## src/rtl/debouncer_multi.sv

```systemverilog
// Multi-channel debouncer with sync, stability count and edge pulses.
// Optional long-press detect: define DEBOUNCER_LONG_PRESS_EN.
module debouncer_multi #(
  parameter int                        CHANNELS       = 4,
  parameter int                        CNT_WIDTH      = 16,
  parameter logic [CNT_WIDTH-1:0]      STABLE_CNT     = 16'hFFFF,
  parameter int                        LONG_CNT_WIDTH = 24,
  parameter logic [LONG_CNT_WIDTH-1:0] LONG_CNT       = 24'hFFFFFF
) (
  input  logic                clk,
  input  logic                rst_n,
  input  logic [CHANNELS-1:0] in,
  output logic [CHANNELS-1:0] out,
  output logic [CHANNELS-1:0] rise,
  output logic [CHANNELS-1:0] fall,
  output logic                any_event,
  output logic [CHANNELS-1:0] long_press
);

  logic [CHANNELS-1:0]  s0;
  logic [CHANNELS-1:0]  s1;
  logic [CNT_WIDTH-1:0] cnt [CHANNELS];
  logic [CHANNELS-1:0]  chg;
  logic [CHANNELS-1:0]  stable;
  logic [CHANNELS-1:0]  upd;
  logic [CHANNELS-1:0]  rise_nxt;
  logic [CHANNELS-1:0]  fall_nxt;

  // Per-channel change, stability and output-update decode
  always_comb begin
    chg    = s0 ^ s1;
    stable = '0;
    for (int i = 0; i < CHANNELS; i++) begin
      stable[i] = (cnt[i] == STABLE_CNT);
    end
    upd      = stable & (s1 ^ out);
    rise_nxt = upd & s1;
    fall_nxt = upd & ~s1;
  end

  // Synchroniser, stability counters, debounced level and event pulses
  always_ff @(posedge clk or negedge rst_n) begin
    if (!rst_n) begin
      s0        <= '0;
      s1        <= '0;
      out       <= '0;
      rise      <= '0;
      fall      <= '0;
      any_event <= 1'b0;
      for (int i = 0; i < CHANNELS; i++) begin
        cnt[i] <= '0;
      end
    end else begin
      s0 <= in;
      s1 <= s0;
      for (int i = 0; i < CHANNELS; i++) begin
        if (chg[i]) begin
          cnt[i] <= '0;
        end else if (!stable[i]) begin
          cnt[i] <= cnt[i] + 1'b1;
        end
      end
      out       <= out ^ upd;
      rise      <= rise_nxt;
      fall      <= fall_nxt;
      any_event <= |(rise_nxt | fall_nxt);
    end
  end

`ifdef DEBOUNCER_LONG_PRESS_EN
  logic [LONG_CNT_WIDTH-1:0] hcnt [CHANNELS];
  logic [CHANNELS-1:0]       lp_q;

  // Hold counters: run while pressed, pulse once on reaching LONG_CNT
  always_ff @(posedge clk or negedge rst_n) begin
    if (!rst_n) begin
      lp_q <= '0;
      for (int i = 0; i < CHANNELS; i++) begin
        hcnt[i] <= '0;
      end
    end else begin
      for (int i = 0; i < CHANNELS; i++) begin
        if (!out[i]) begin
          hcnt[i] <= '0;
        end else if (hcnt[i] != LONG_CNT) begin
          hcnt[i] <= hcnt[i] + 1'b1;
        end
        lp_q[i] <= out[i] && (hcnt[i] == LONG_CNT - 1'b1);
      end
    end
  end

  assign long_press = lp_q;
`else
  assign long_press = '0;
`endif

endmodule

```

## config.mk

```make
export PLATFORM = sky130hd
export DESIGN_NAME = debouncer_multi
export DESIGN_NICKNAME = d
export VERILOG_FILES = /design/src/rtl/debouncer_multi.sv
export SDC_FILE = /design/constraint.sdc
export NUM_CORES = 1
export LEC_CHECK = 0
export BUFFER_PORTS_ARGS = -buffer_cell sky130_fd_sc_hd__buf_2
export CELL_PAD_IN_SITES_DETAIL_PLACEMENT = 1
export CELL_PAD_IN_SITES_GLOBAL_PLACEMENT = 1
export CORE_ASPECT_RATIO = 0.6
export CORE_MARGIN = 3
export CORE_UTILIZATION = 44
export CTS_BUF_LIST = sky130_fd_sc_hd__clkbuf_4
export DETAILED_ROUTE_END_ITERATION = 7
export GPL_TIMING_DRIVEN = 0
export HOLD_SLACK_MARGIN = 0.15
export PLACE_DENSITY_LB_ADDON = 0.1
export SLEW_MARGIN = 20
export SYNTH_ARGS = -nofsm -noshare
export SYNTH_HDL_FRONTEND = slang
export SYNTH_SLANG_ARGS = --single-unit
```

## constraint.sdc

```tcl
create_clock -name clk -period 2.55 [get_ports clk]
set_input_delay 0.255 -clock clk [delete_from_list [all_inputs] [get_ports clk]]
set_output_delay 0.255 -clock clk [all_outputs]
set_load 0.1 [all_outputs]
```

==> results.yml <==
floorplan:
  pin_count: 23
  core-area_um2: 8881
  initial_core_util: 0.4728
  rows: 26
  die_area_um2: 10790
  fp.dieH_um: 81.67
  fp.dieW_um: 132.1
place:
  hpwl_um: 7260
  place.port_buffers: 18
  gp_congestion: 0.7661
  postPlaceCellArea_um2: 4488
final_layout:
  drive_gt1_frac: 0.1307
  stdcell_area_um2: 4713
  area_growth_syn_to_layout_pct: 12.25
  layout_common_cells: "dfrtp_1 (85), a21oi_1 (35), nand2_1 (28)"
  antennaDiodeCount: 0
  nets: 464
  final_common_cell: "dfrtp_1"
worst_setup_path:
  r2r_slack_ps: 260
  crit_path_end_kind: "flop"
  cp-startpoint: "cnt[32]"
  start_kind: "flop"
  worstReg2RegStart: "cnt[32]"
  cp.arrival_ps: 2620
  r2r_cells: 5
  cp_max_fo: 10
  critPathRequiredTime_ps: 2880
  crit_type: "flop to flop"
drt:
  route.antenna.remaining_nets: 0
  post_drt_wl_per_cell_um: 17.58
  drcViolationCount: 0
  firstDrtPassIters: 4
  first_iter_violations: 157
  vias_per_cell: 6.022
  finalWirelength_um: 10280
  num_vias: 3523
global_routing:
  track_usage: 0.2026
  grt_pass1_vias: 3509
  grt_use_met3: 0.04896
  use_met2: 0.3160
  grt_max_degree: 57
  grt_antenna_before_repair: 0
  busiest_layer: "met2"
  grt_util_met1: 0.2888
  grt_pass1_wl_um: 17510
  grt_remaining_overflow: 0
synth:
  ys_seq_area_frac: 0.5066
  synth-seq-cells: 85
  synth-main-ff-cell: "dfrtp_1"
  synth_edf_count: 0
  synthArstFlopShare: 1.000
  avgSynthCellArea_um2: 10.09
  synth.distinct_cells: 47
  ys_warn_count: 0
  netlist_area_um2: 4199
  synthCells: 416
pwr:
  finalPower_mw: 2.511
  ir_worst_vdd_uv: 286.1
  p_per_area_nw_per_um2: 532.8
  p_leak_nw: 1.960
timing:
  finalSetupTns_ps: 0
  post-route-period-util: 0.8965
  fmax_mhz: 437.4
  fin_crit_ps: 2286
  hold_viol_final: 0
  final_max_slew_viol_count: 0
  tightest_slew_ps: 888.8
  skew_ps: 14.33
  setup_viol: 0
  slew_headroom: 0.4055
  rsz0062_at_grt: "false"
clock_network:
  clock_latency_ps: 440
  post_cts_buffers: 0
  htreeDepth: 3
  cts_inserted_buffers: 9
  clk_pin_slew_worst_paths_ps: 140
  cts_tree: "done"
  clockBufferDepth: 2
  clkSinkCount: 85
  root_buffer: "clkbuf_4"
status:
  status: "finished, final reports clean"
min_path:
  hp-class: "input pin to async pin"
run:
  timing.max_cap.violations: 0
-- Yosys cell counts (all sizes together), types with 2 or more instances --
master	n	area share
a31oi	8	0.012
o21ai	22	0.026
nand3	23	0.027
clkbuf	9	0.0080
nand4	21	0.036
o311ai	6	0.013
or2	6	0.0089
mux2i	4	0.0095
o211ai	3	0.0054
and3b	3	0.0063
a311oi	2	0.0042
nor3	6	0.0072
and3	8	0.012
or3	16	0.024
inv	5	0.0045
nand2	28	0.025
a21oi	35	0.042
o31ai	15	0.027
dfrtp	85	0.51
nor2	17	0.015
or4	16	0.029
mux2	3	0.0080
buf	11	0.015
o41ai	7	0.015
xor2	11	0.023
o211a	2	0.0048
nand2b	3	0.0045
nor3b	6	0.011
xnor2	5	0.010
a22oi	2	0.0036
and4	7	0.015
ha	4	0.012
nor4	7	0.012
-- timing repair --
action / in CTS / in global routing
setup endpoints to repair: 0 / 9
resized for setup: 0 / 2
endpoints found under the hold margin: 89 / 0
hold buffers: 5 / 0
-- where the power goes --
| part | total (mW) | leakage [nW] | internal [mW] | switching [mW] |
|---|---|---|---|---|
| logic | 0.201 | 0.720 | 0.0619 | 0.139 |
| registers | 1.43 | 1.16 | 1.38 | 0.0448 |
| clock network | 0.881 | 0.0803 | 0.407 | 0.475 |
-- stage by stage --
step	std cells	utilization	hold WS (ps)	worst slack [ps]
5_1_grt	585	0.5307	276.0	69.23
2_1_floorplan	419	-	-40.59	596.2
4_1_cts	585	0.5293	258.7	69.51
6_report	585	0.5307	280.8	264.0
3_5_place_dp	564	0.5054	215.4	122.7
3_3_place_gp	563	0.5020	363.5	214.0
-- worst min-delay path by stage --
stage,startpoint,endpoint,slack [ps],cells past startpoint
detailed placement,rst_n,cnt[15],220,1
CTS,rst_n,cnt[13],260,2
floorplan,rst_n,async pin,-40,0
global placement,in[2],s0[2],360,1
global route,rst_n,cnt[1],280,2
finish,rst_n,cnt[13],280,2
-- per-layer routing --
layer	routed length [µm]	share of wire
met5	0	0
met4	63	0.0061
met3	247	0.024
met2	4617	0.45
met1	5352	0.52
-- registers in the layout, summed over array words and instances (netlist names), named ones only --
| name | count |
|---|---|
| fall | 4 |
| any_event | 1 |
| rise | 4 |
| cnt | 64 |
| s1 | 4 |
| s0 | 4 |
-- critical path: stages, from the launching register on --
cell and delay (ps):
dfrtp_1 430, ha_1 250, nand4_2 200, nor4_2 580, buf_2 340, mux2_2 360
-- cell families after synthesis --
| family | share of synthesized area |
|---|---|
| other cells | 0.0008931 |
| compound gates | 0.1615 |
| simple gates | 0.2402 |
| xor+xnor | 0.03337 |
| fa+ha+maj | 0.01192 |
| flops | 0.5066 |
| mux | 0.01758 |
| buf+inv | 0.02801 |
-- layout make-up --
class,instances,area [µm²]
plain buffers,20,98.84
clock buffers,10,75.07
clock inverters,6,87.58
fillers,1022,4168
inverters,5,18.77
multi-input cells,309,1978
flip-flops and latches,85,2127
well taps,126,157.7
repair buffers,24,170.2
Note: power is estimated with default switching activity, not from simulation.
